### src/rtl/alu_trace_recorder.sv
// Captures ALU transactions from a valid/ready port and writes them into a byte
// memory as 4-byte test-vector records, then closes the image with an FF terminator.
module alu_trace_recorder #(
  parameter int DEPTH   = 64,
  parameter int ADDR_W  = 6,
  parameter int MAX_REC = DEPTH/4-1
) (
  input  logic              clk,
  input  logic              rst,
  input  logic              in_valid,
  output logic              in_ready,
  input  logic [2:0]        in_opc,
  input  logic [7:0]        in_v1,
  input  logic [7:0]        in_v2,
  input  logic [7:0]        in_out,
  input  logic              finish,
  output logic              done,
  output logic [ADDR_W-2:0] rec_count,
  output logic              overflow,
  output logic              term_clash,
  input  logic [ADDR_W-1:0] rd_addr,
  output logic [7:0]        rd_data
);

  typedef enum logic [1:0] {IDLE, WRITE, TERM, DONE} state_t;

  localparam logic [ADDR_W-2:0] MAX_REC_C = (ADDR_W-1)'(MAX_REC);

  state_t            state, state_next;
  logic [ADDR_W-1:0] wr_ptr;
  logic [1:0]        byte_cnt;
  logic [2:0]        lat_opc;
  logic [7:0]        lat_v1, lat_v2, lat_out;
  logic              pending;
  logic              full, accept, last_byte, wr_en;
  logic [7:0]        wr_byte;
  logic [7:0]        mem [DEPTH];

  // A finish request in the same IDLE cycle as a valid transaction takes priority.
  assign full      = (rec_count == MAX_REC_C);
  assign in_ready  = (state == IDLE) && !done && !full && !pending && !finish;
  assign accept    = in_valid && in_ready;
  assign last_byte = (byte_cnt == 2'd3);

  always_ff @(posedge clk) begin
    if (rst) state <= IDLE;
    else     state <= state_next;
  end

  always_comb begin
    state_next = state;
    case (state)
      IDLE: begin
        if (finish)      state_next = TERM;
        else if (accept) state_next = WRITE;
      end
      WRITE: begin
        if (last_byte) state_next = (pending || finish) ? TERM : IDLE;
      end
      TERM: begin
        if (last_byte) state_next = DONE;
      end
      DONE:    state_next = DONE;
      default: state_next = IDLE;
    endcase
  end

  always_comb begin
    wr_en   = (state == WRITE) || (state == TERM);
    wr_byte = 8'hFF;
    if (state == WRITE) begin
      case (byte_cnt)
        2'd0:    wr_byte = {5'b0, lat_opc};
        2'd1:    wr_byte = lat_v1;
        2'd2:    wr_byte = lat_v2;
        default: wr_byte = lat_out;
      endcase
    end
  end

  always_ff @(posedge clk) begin
    if (rst) begin
      wr_ptr     <= '0;
      byte_cnt   <= '0;
      rec_count  <= '0;
      done       <= 1'b0;
      overflow   <= 1'b0;
      term_clash <= 1'b0;
      pending    <= 1'b0;
      lat_opc    <= '0;
      lat_v1     <= '0;
      lat_v2     <= '0;
      lat_out    <= '0;
    end else begin
      if (accept) begin
        lat_opc  <= in_opc;
        lat_v1   <= in_v1;
        lat_v2   <= in_v2;
        lat_out  <= in_out;
        byte_cnt <= 2'd0;
        if (in_v1 == 8'hFF && in_v2 == 8'hFF && in_out == 8'hFF)
          term_clash <= 1'b1;
      end
      if (state == IDLE && full && in_valid)
        overflow <= 1'b1;
      if (state == IDLE && finish)
        byte_cnt <= 2'd0;
      if (wr_en) begin
        wr_ptr   <= wr_ptr + ADDR_W'(1);
        byte_cnt <= byte_cnt + 2'd1;
      end
      // A finish arriving on the final record byte goes straight to TERM, so pending clears there too.
      if (state == WRITE) begin
        if (finish) pending <= 1'b1;
        if (last_byte) begin
          rec_count <= rec_count + (ADDR_W-1)'(1);
          pending   <= 1'b0;
        end
      end
      if (state == TERM && last_byte)
        done <= 1'b1;
    end
  end

  always_ff @(posedge clk) begin
    if (wr_en) mem[wr_ptr] <= wr_byte;
  end

  always_ff @(posedge clk) begin
    if (rst) rd_data <= 8'h00;
    else     rd_data <= mem[rd_addr];
  end

endmodule

### config.mk
export PLATFORM = sky130hd
export DESIGN_NAME = alu_trace_recorder
export DESIGN_NICKNAME = d
export VERILOG_FILES = /design/src/rtl/alu_trace_recorder.sv
export SDC_FILE = /design/constraint.sdc
export NUM_CORES = 1
export LEC_CHECK = 0
export BUFFER_PORTS_ARGS = -buffer_cell sky130_fd_sc_hd__buf_2
export CAP_MARGIN = 40
export CELL_PAD_IN_SITES_DETAIL_PLACEMENT = 1
export CELL_PAD_IN_SITES_GLOBAL_PLACEMENT = 2
export CORE_ASPECT_RATIO = 1.75
export CORE_MARGIN = 5
export CORE_UTILIZATION = 25
export DETAILED_ROUTE_END_ITERATION = 6
export PLACE_DENSITY_LB_ADDON = 0.1
export SLEW_MARGIN = 20
export SYNTH_ARGS = -nofsm -noshare
export SYNTH_HDL_FRONTEND = slang
export SYNTH_SLANG_ARGS = --single-unit
### constraint.sdc
create_clock -name clk -period 7.2 [get_ports clk]
set_input_delay 0.72 -clock clk [delete_from_list [all_inputs] [get_ports clk]]
set_output_delay 0.72 -clock clk [all_outputs]
set_load 0.01 [all_outputs]
==> results of run 1 <==
## final cells by class
type	instances	area, um^2
fillers	9053	61900
flip-flops and latches	566	16500
multi-input cells	560	5380
clock buffers	74	1530
well taps	1168	1460
repair buffers	136	935
clock inverters	31	398
inverters	8	30.0
## cells in the final DEF (no fill, tap or decap), types with 4 or more instances in the layout
cell type,netlist,layout
nor2_1,79,78
mux2_2,10,10
ha_1,12,12
nor3_1,12,11
nand2b_1,11,11
nand4_1,9,9
mux2i_1,30,30
clkbuf_8,0,6
buf_4,11,78
a21oi_1,39,39
o21ai_0,11,11
clkinv_2,0,8
clkinv_1,0,8
a32o_1,4,4
o221ai_1,11,11
nand3_1,7,7
inv_1,8,8
a22oi_1,14,14
bufinv_16,0,9
o211ai_1,5,5
or2_2,4,4
nand2_1,95,92
or3_1,5,5
and3_1,4,4
xor2_1,4,4
buf_2,14,52
clkbuf_16,0,56
nor2b_1,8,8
o22ai_1,20,20
mux4_2,121,121
clkbuf_1,30,12
dfxtp_1,54,54
a211o_1,4,4
or3b_2,4,4
edfxtp_1,512,512
a211oi_1,5,5
## worst max-delay path: stages, from the launching register on
cell and delay, ns:
dfxtp_1 0.38, inv_1 0.09, ha_1 0.69, nand3_1 0.73, nor2_1 0.88
## metrics by stage
| step | std cells | power (mW) | util, % | area, um^2 | hold WS [ns] |
|---|---|---|---|---|---|
| final | 2543 | 7.98 | 29.7 | 26200 | 0.347 |
| after CTS | 2540 | 8.16 | 29.7 | 26200 | 0.293 |
| after floorplan | 1202 | 4.54 | - | 22200 | 0.433 |
| after global placement | 2387 | 4.98 | 27.1 | 23900 | 0.446 |
| after global routing | 2543 | 8.33 | 29.7 | 26200 | 0.329 |
| after detailed placement | 2435 | 5.01 | 27.5 | 24200 | 0.450 |
## sequential cells by signal (all words and copies together) (netlist names), 2 cells and up
signal     flops
state          2
lat_opc        3
lat_out        8
lat_v1         8
rec_count      5
byte_cnt       2
rd_data        8
mem          512
wr_ptr         6
lat_v2         8
## kinds of logic after synthesis
kind of cell / Yosys count / share of synthesized area, %
AND/OR/NAND/NOR: 249 / 5.05
adder cells (fa/ha/maj): 12 / 0.676
AO/OA/AOI/OAI: 132 / 4.01
XOR/XNOR: 6 / 0.237
buffers and inverters: 76 / 1.79
flip-flops: 566 / 74.1
multiplexers: 161 / 14.1
## worst min path at each step
stage | start | endpoint | depth (start not counted)
after floorplan | lat_out[0] | lat_out[0] | 2
after detailed placement | lat_out[0] | lat_out[0] | 2
final | in_opc[2] | lat_opc[2] | 3
after CTS | in_opc[2] | lat_opc[2] | 3
after global routing | in_opc[2] | lat_opc[2] | 3
after global placement | lat_out[6] | lat_out[6] | 2
## where the power goes
part | internal, mW | switching [mW]
logic | 0.223 | 0.685
registers | 3.92 | 0.0516
clock network | 1.82 | 1.28
## per-layer routing
metal / track usage (%) / vias to the layer above
li1: - / 5084
met1: 14.7 / 6105
met2: 28.2 / 199
met3: 1.97 / 92
met4: 5.07 / 0
met5: 0 / -
==> impl_results.md, run 1 <==
* I/O pin cnt at 54
* Clock Latency Late Sink at 0.64 ns
* Initial antenna violation count at 0
* Yosys top cell area share at between 60% and 70%
* Critical Path Fanout Max at 16
* Most frequent cell after synthesis: edfxtp_1
* Final Setup Violations at 0
* Antenna-violating nets left at 0
* Min cycle time layout at about 3.1 ns
* First-pass GRT wire length at about 96 mm
* RSZ-0062 raised after global routing: no
* Syn Inst Count at around 1.2k
* HP Class: in -> reg
* Die height at around 400 um
* DP Worst Slack at ~3.6 ns
* CTS clk-pin slew, worst paths at 0.06 ns
* Synthesized area at 22200 um^2
* Aggregate global-route resource usage at around 14%
* Met2 Wirelength at 39.0 mm
* Crit Path Category: reg -> reg
* Post-DP HPWL at around 47 mm
* Worst setup EP type: flip-flop
* Status: completed
* Post-synth top cells: edfxtp_1, mux4_2, nand2_1
* Max Used Layer: met4
* Library cells used by synthesis at 54
* Fraction of layout cells with a size suffix above 1 at between 20% and 30%
* Worst EP required at 7.45 ns
* #FFs+latches synth at approximately 570
* Syn Area/Cell at between 15 and 20 um^2
* MaxCap Viol Count at 0
* Post-CTS sizing at 0
* H-tree depth at 2
* Peak supply drop at 188 uV
* DRC viols at 0
* Area growth syn-to-layout at 17.9%
* Ys Warns at 0
* Total Neg Setup Slack at 0 ns
* Grt ovf at 0
* Syn Nets at ~1.3k
* Pin count of the biggest net entering global routing at 65
* Core Box Area at 88100 um^2
* Root buf cell: clkbuf_16
* Final net count at between 1k and 1.5k
* Fin. Hold Viols at 0
* R2r setup slk at 4.05 ns
* Routed wire length at slightly below 70 mm
* Row count at 144
* Ranking of synthesized cells by area: edfxtp_1, mux4_2, dfxtp_1
* Post-synth top area cell: edfxtp_1
* Post-detailed-route wirelength per cell at 26.6 um
* Final worst setup slack at a little over 4 ns
* End point of the critical path: mem[25][7]
* Vias at roughly 11k
* Met1 Wirelength at 24.1 mm
* R2R depth at 4
* Async SR Flop Fraction at 0%
* Worst EP arrival at ~3.4 ns
* CTS Hold Bufs at 0
* Setup Fix Bufs, Post-CTS at 0
* Post-synth EDFFs at between 500 and 600
* Max_slew headroom at roughly 44%
* CTS Buffer Depth at 3
* RR Endpoint: mem[25][7]
* Startpoint Class: flip-flop
* Number of global-route vias before repair at 12.7k
* Die Width at roughly 240 um
* Die area at 95100 um^2
* Slew @ Worst Pin at around 0.84 ns
* Clock buffers created by TritonCTS at 56
* Vias per Instance at 4.51
* Max-slew violations at 0
* Leak at ~8.2 nW
* Worst R2R Start: state[0]
* Ys flop type: edfxtp_1
* Crit path from: state[0]
* Final period util at 43.7%
* Final Wtd Congestion at 0.726
* Clk sinks at between 500 and 600
* Final setup skew at 0.0384 ns
* CTS tree: built
* Met3 WL post-DR at ~2.1 mm
* Fmax at about 0.32 GHz
* ANT cells at 0
* Sequential area share after synthesis at around three quarters
* Starting Density at 25.2%
* Power Dens Cells at roughly 300 nW/um^2
* Initial DRT Pass Iterations at 6
* Port bufs at between 50 and 60
* Initial DRC Count at roughly 600
Power figures use the tool's default switching activity.
==> inputs of run 2 (changes only) <==
==> constraint.sdc (replaced) <==
create_clock -name clk -period 2.7 [get_ports clk]
set_input_delay 0.27 -clock clk [delete_from_list [all_inputs] [get_ports clk]]
set_output_delay 0.27 -clock clk [all_outputs]
set_load 0.01 [all_outputs]
==> run 2 against run 1 <==
Net effect: non-clock buffer count up 107; die area unchanged; total power increased to 2.7 times the previous value; setup slack worse by 3.8 ns; critical path depth increased by 2; sequential cell count is the same; register-to-register slack got worse by 3.8 ns; core utilization up 1.1 points; first-iteration DRC count down 7.4%; critical path type unchanged; highest routed layer is now met5.
==> impl_results.md, run 2 (synthesis gave the netlist of run 1 again) <==
* Status: completed
* Post-detailed-route wirelength per cell at 26.6 um (about the same)
* Crit-path cells: inv_1, ha_1, nand4_1, or2_2, nor3b_1, buf_4
* Slew @ Worst Pin at 0.881 ns (+0.0380 ns)
* Number of global-route vias before repair at 13.3k (+4.8%)
* RR Endpoint: mem[39][2]
* Die height at 404 um (unchanged)
* Combinational cell fraction of total power at 12.8% (+1.4 points)
* Clock Latency Late Sink at 0.65 ns (about the same)
* Aggregate global-route resource usage at 14.6% (+0.60 points)
* Initial DRT Pass Iterations at 4 (-2)
* Most frequent cells in the layout: edfxtp_1, buf_4, mux4_2, nand2_1, nor2_1
* Min-Delay Endpoint: rd_data[5]
* ANT cells at 0 (unchanged)
* Final Wtd Congestion at 0.747 (+2.9%)
* R2R depth at 6 (+2)
* Die Width at 235 um (unchanged)
* Switching power total at 5.66 mW (+180%)
* Pin count of the biggest net entering global routing at 65 (unchanged)
* Area growth syn-to-layout at 22.4%
* First-pass GRT wire length at 100 mm (+4.2%)
* FF/Latch Area at 16500 um^2 (about the same)
* I/O pin cnt at 54 (unchanged)
* Max-slew violations at 0 (unchanged)
* Setup Fix Bufs, Post-CTS at 0 (unchanged)
* DRC viols at 0 (unchanged)
* Crit path largest cell delay at 0.53 ns (-0.35 ns)
* HP Class: in -> reg
* Routed wire length at 70.6 mm (+4.3%)
* Critical path's top delay family: simple AND/OR/NAND/NOR gates
* Vias at 12.0k (+4.1%)
* Final worst setup slack at 0.205 ns (-3.85 ns)
* Crit Path Category: reg -> reg
* Critical path's slowest cell: ha_1
* Met2 Wirelength at 40.1 mm (+3.0%)
* Final period util at 92.4% (+49 points)
* Multi-input logic area at 5390 um^2 (+0.23%)
* Starting Density at 25.2% (unchanged)
* Core Box Area at 88100 um^2 (unchanged)
* Max FFs per register at 512 (unchanged)
* Final setup skew at 0.0378 ns (-0.000677 ns)
* CTS Hold Bufs at 29 (+29)
* Min cycle time layout at 2.49 ns (-0.655 ns)
* Die area at 95100 um^2 (unchanged)
* CTS tree: built
* Post-DP HPWL at 48.7 mm (+4.3%)
* Total Neg Setup Slack at 0 ns (unchanged)
* Row count at 144 (unchanged)
* Clk pwr share at 38.2% (-0.6 points)
* Hold Path Origin: rd_addr[5]
* Post-CTS sizing at 0 (unchanged)
* Worst setup EP type: flip-flop
* Startpoint Class: flip-flop
* Max_slew headroom at 40.7% (-3.2 points)
* Fraction of layout cells with a size suffix above 1 at 30.5% (+3.7 points)
* Fmax at 0.401 GHz (+26%)
* Most flop-heavy register: mem
* Fill count at 9001 (-0.57%)
* Final Total Pwr at 21.6 mW (+170%)
* Vias per Instance at 4.51 (-0.18%)
* CTS Buffer Depth at 3 (unchanged)
* Clock buffers created by TritonCTS at 57 (+1.8%)
* Antenna-violating nets left at 0 (unchanged)
* CTS clk-pin slew, worst paths at 0.07 ns (about the same)
* Worst Hold Depth at 5 (+2)
* Port bufs at 53 (unchanged)
* Hold_ws at 0.172 ns (-0.174 ns)
* Root buf cell: clkbuf_16
* Commonest non-fill, non-tap cell in the layout: edfxtp_1
* Worst EP required at 3.03 ns (-4.42 ns)
* Worst EP arrival at 2.82 ns (-0.58 ns)
* Sequential Power Share at 49.0% (-0.8 points)
* P_int at 15.9 mW (+170%)
* Fin. Hold Viols at 0 (unchanged)
* MaxCap Viol Count at 0 (unchanged)
* DP Worst Slack at 0.0114 ns (-3.55 ns)
* Power Dens Cells at 793 nW/um^2 (+160%)
* Clk sinks at 566 (unchanged)
* Leak at 8.70 nW (+6.2%)
* Final net count at 1485 (+7.8%)
* R2r setup slk at 0.21 ns (-3.85 ns)
* Grt ovf at 0 (unchanged)
* Final Setup Violations at 0 (unchanged)
* Met3 WL post-DR at 1.89 mm (-11%)
* Buf/Inv on CP at 2 (+1)
* Critical Path Fanout Max at 9 (-7)
* Max Used Layer: met5
* Switch share at 26.2% (+0.91 points)
* Peak supply drop at 478 uV (+150%)
* RSZ-0062 raised after global routing: no
* Initial DRC Count at 553 (-7.4%)
* H-tree depth at 2 (unchanged)
* Met1 Wirelength at 25.9 mm (+7.5%)
* Initial antenna violation count at 1 (+1)
* Worst R2R Start: state[1]
[run 2: cell count changes in the layout (fill, tap and decap cells not counted), sizes merged]
cell,change
dlygate4sd3,+29
clkinv,-2
clkbuf,-2
inv,+1
clkinvlp,+7
bufinv,-2
buf,+78
[run 2: through the flow]
step	cell area [um^2]	util (%)	std cells
after floorplan	22300	-	1202
after global placement	25000	28.3	2515
after detailed placement	25000	28.3	2515
after CTS	27200	30.8	2651
after global routing	27200	30.9	2652
final	27200	30.9	2652
[run 2: power by group through the flow]
stage	Combinational [mW]	Clock, mW	Sequential [mW]
2_1_floorplan	1.34	0	10.8
3_3_place_gp	2.80	0	10.8
3_5_place_dp	2.84	0	10.8
4_1_cts	2.88	8.52	10.6
5_1_grt	3.03	8.83	10.6
6_report	2.76	8.23	10.6
[run 2: worst max-delay path by stage]
stage / startpoint / to / slack [ns] / cells after the start
floorplan: byte_cnt[1] / mem[0][3] / -0.33 / 5
global placement: rd_addr[0] / rd_data[7] / -0.01 / 6
detailed placement: rd_addr[1] / rd_data[6] / 0.01 / 7
CTS: state[1] / mem[39][5] / 0.17 / 6
global route: state[1] / mem[39][1] / 0.03 / 6
finish: state[1] / mem[39][2] / 0.21 / 6
[run 2: cell type report]
class | instances | area share, %
Clock buffer | 72 | 5.53
Clock inverter | 35 | 1.50
Inverter | 8 | 0.110
Multi-Input combinational cell | 560 | 19.8
Sequential cell | 566 | 60.5
Tap cell | 1168 | 5.38
Timing Repair Buffer | 243 | 7.11
[run 2: tightest hold or removal path: stages]
cell       delay, ns
buf_2           0.13
nor2_1          0.07
buf_4           0.15
o2111ai_2       0.08
o31ai_1         0.07
[run 2: metal layers]
metal	vias to the layer above	GRT usage, %
met5	-	0
met4	2	5.35
met3	105	1.95
met2	186	29.1
met1	6346	15.6
li1	5311	-
==> inputs of run 3 (changes only) <==
--- a/config.mk
+++ b/config.mk
@@ -5,7 +5,7 @@
 export SDC_FILE = /design/constraint.sdc
 export NUM_CORES = 1
 export LEC_CHECK = 0
-export BUFFER_PORTS_ARGS = -buffer_cell sky130_fd_sc_hd__buf_2
+export BUFFER_PORTS_ARGS = -buffer_cell sky130_fd_sc_hd__buf_4
 export CAP_MARGIN = 40
 export CELL_PAD_IN_SITES_DETAIL_PLACEMENT = 1
 export CELL_PAD_IN_SITES_GLOBAL_PLACEMENT = 2
==> run 3 against run 2 <==
Net effect: global-route usage is 0.17 points lower; largest cell class unchanged; via count down 0.78%; sequential cell count unchanged; highest routed layer is now met4; clock power is 4.4% lower; sequential power about the same; critical path type unchanged; total power down 1.4%; fmax up 4.1%; clock skew decreased by 0.0042 ns.
==> impl_results.md, run 3 (synthesis gave the netlist of run 1 again) <==
* Final Wtd Congestion at 0.743 (-0.60%)
* Die height at 404 um (unchanged)
* Vias at 11.9k (-0.78%)
* MaxCap Viol Count at 0 (unchanged)
* Post-DP HPWL at 48.1 mm (-1.1%)
* CTS Hold Bufs at 29 (unchanged)
* Max_slew headroom at 47.7% (+7.0 points)
* Final net count at 1474 (-0.74%)
* Max-slew violations at 0 (unchanged)
* Crit Path Category: reg -> reg
* Commonest non-fill, non-tap cell in the layout: edfxtp_1
* Area growth syn-to-layout at 22.6%
* Initial DRC Count at 720 (+30%)
* Initial antenna violation count at 0 (-1)
* Fraction of layout cells with a size suffix above 1 at 29.7% (-0.80 points)
* H-tree depth at 2 (unchanged)
* Final Setup Violations at 0 (unchanged)
* First-pass GRT wire length at 99.3 mm (-1.2%)
* HP Class: in -> reg
* Most frequent cells in the layout: edfxtp_1, buf_4, mux4_2, nand2_1, nor2_1
* Die area at 95100 um^2 (unchanged)
* Max FFs per register at 512 (unchanged)
* DP Worst Slack at 0.0918 ns (+0.0803 ns)
* Crit-path cells: inv_1, ha_1, nor2b_1, nand3_1, buf_4, nor2_1, buf_4
* Startpoint Class: flip-flop
* Min cycle time layout at 2.40 ns (-0.0983 ns)
* Peak supply drop at 446 uV (-6.7%)
* Slew @ Worst Pin at 0.784 ns (-0.0964 ns)
* RSZ-0062 raised after global routing: no
* Buf/Inv on CP at 3 (+1)
* Number of global-route vias before repair at 13.2k (-1.0%)
* I/O pin cnt at 54 (unchanged)
* Routed wire length at 69.5 mm (-1.6%)
* Die Width at 235 um (unchanged)
* Fmax at 0.417 GHz (+4.1%)
* CTS Buffer Depth at 3 (unchanged)
* Final setup skew at 0.0336 ns (-0.00420 ns)
* Power Dens Cells at 781 nW/um^2 (-1.6%)
* ANT cells at 0 (unchanged)
* Worst EP arrival at 2.73 ns (-0.09 ns)
* Row count at 144 (unchanged)
* Multi-input logic area at 5390 um^2 (unchanged)
* Placed inst area at 25100 um^2 (+0.53%)
* Most flop-heavy register: mem
* Aggregate global-route resource usage at 14.5% (-0.17 points)
* Critical Path Fanout Max at 8 (-1)
* Crit path largest cell delay at 0.50 ns (-0.03 ns)
* CTS clk-pin slew, worst paths at 0.06 ns (about the same)
* Finished Cell Area at 27200 um^2 (+0.17%)
* Clk sinks at 566 (unchanged)
* Antenna-violating nets left at 0 (unchanged)
* Critical path's top delay family: simple AND/OR/NAND/NOR gates
* Critical path's most frequent cell: buf_4
* CTS tree: built
* Post-CTS sizing at 0 (unchanged)
* Post-detailed-route wirelength per cell at 26.3 um (-1.1%)
* Clock Latency Late Sink at 0.64 ns (about the same)
* Final Total Pwr at 21.3 mW (-1.4%)
* Critical path's slowest cell: ha_1
* Fill count at 9019 (+0.20%)
* Final period util at 88.8% (-3.6 points)
* Pin count of the biggest net entering global routing at 65 (unchanged)
* Final worst setup slack at 0.303 ns (+0.0983 ns)
* Grt ovf at 0 (unchanged)
* Vias per Instance at 4.49 (-0.25%)
* Worst setup EP type: flip-flop
* Starting Density at 25.2% (unchanged)
* DRC viols at 0 (unchanged)
* Fin. Hold Viols at 0 (unchanged)
* Root buf cell: clkbuf_16
* Core Box Area at 88100 um^2 (unchanged)
* FF/Latch Area at 16500 um^2 (unchanged)
* Status: completed
* Initial DRT Pass Iterations at 5 (+1)
* Leak at 8.70 nW (about the same)
* Worst EP required at 3.03 ns (about the same)
* Setup Fix Bufs, Post-CTS at 0 (unchanged)
* Clock buffers created by TritonCTS at 57 (unchanged)
* Port bufs at 53 (unchanged)
[run 3: cell types whose count changed in the layout (fill, tap and decap cells not counted), sizes merged]
cell,change
clkbuf,-9
inv,-1
buf,-11
clkinv,+13
clkinvlp,-5
bufinv,-1
[run 3: worst register-to-register path, cell delays in order (launching register included)]
cell and delay [ns]:
dfxtp_1 0.38, inv_1 0.10, ha_1 0.50, nor2b_1 0.32, nand3_1 0.22, buf_4 0.26
nor2_1 0.16, buf_4 0.18
[run 3: path summary, 6_finish.rpt]
check	startpoint	to	slack, ns	cells past startpoint
worst max-delay path	state[0]	mem[22][1]	0.30	7
worst min-delay path	rd_addr[4]	rd_data[6]	0.12	3
worst max register to register	state[0]	mem[22][1]	0.30	7
worst min register to register	lat_v2[4]	lat_v2[4]	0.45	2
[run 3: through the flow]
stage | utilization (%) | setup TNS [ns] | cells | hold WS (ns)
3_5_place_dp | 28.5 | 0 | 2504 | 0.449
6_report | 30.9 | 0 | 2638 | 0.118
3_3_place_gp | 28.5 | 0 | 2504 | 0.447
2_1_floorplan | - | -105.89 | 1202 | 0.406
5_1_grt | 30.9 | 0 | 2638 | 0.0950
4_1_cts | 30.9 | 0 | 2637 | 0.0551
[run 3: power by group]
| group | internal [mW] | total [mW] | switching, mW |
|---|---|---|---|
| logic | 0.881 | 2.85 | 1.97 |
| clock network | 4.43 | 7.87 | 3.43 |
| registers | 10.4 | 10.6 | 0.104 |
[run 3: cell type report]
class / count / share of cell area (%)
sequential: 566 / 60.4
multi-input combinational: 560 / 19.8
timing repair buffer: 232 / 7.59
tap: 1168 / 5.37
clock buffer: 63 / 5.32
clock inverter: 41 / 1.38
inverter: 8 / 0.110
[run 3: layer usage]
layer | routed length, um | global-route usage [%]
met5 | 0 | 0
met4 | 1880 | 4.16
met1 | 25400 | 15.4
met3 | 1750 | 1.96
met2 | 40500 | 29.3
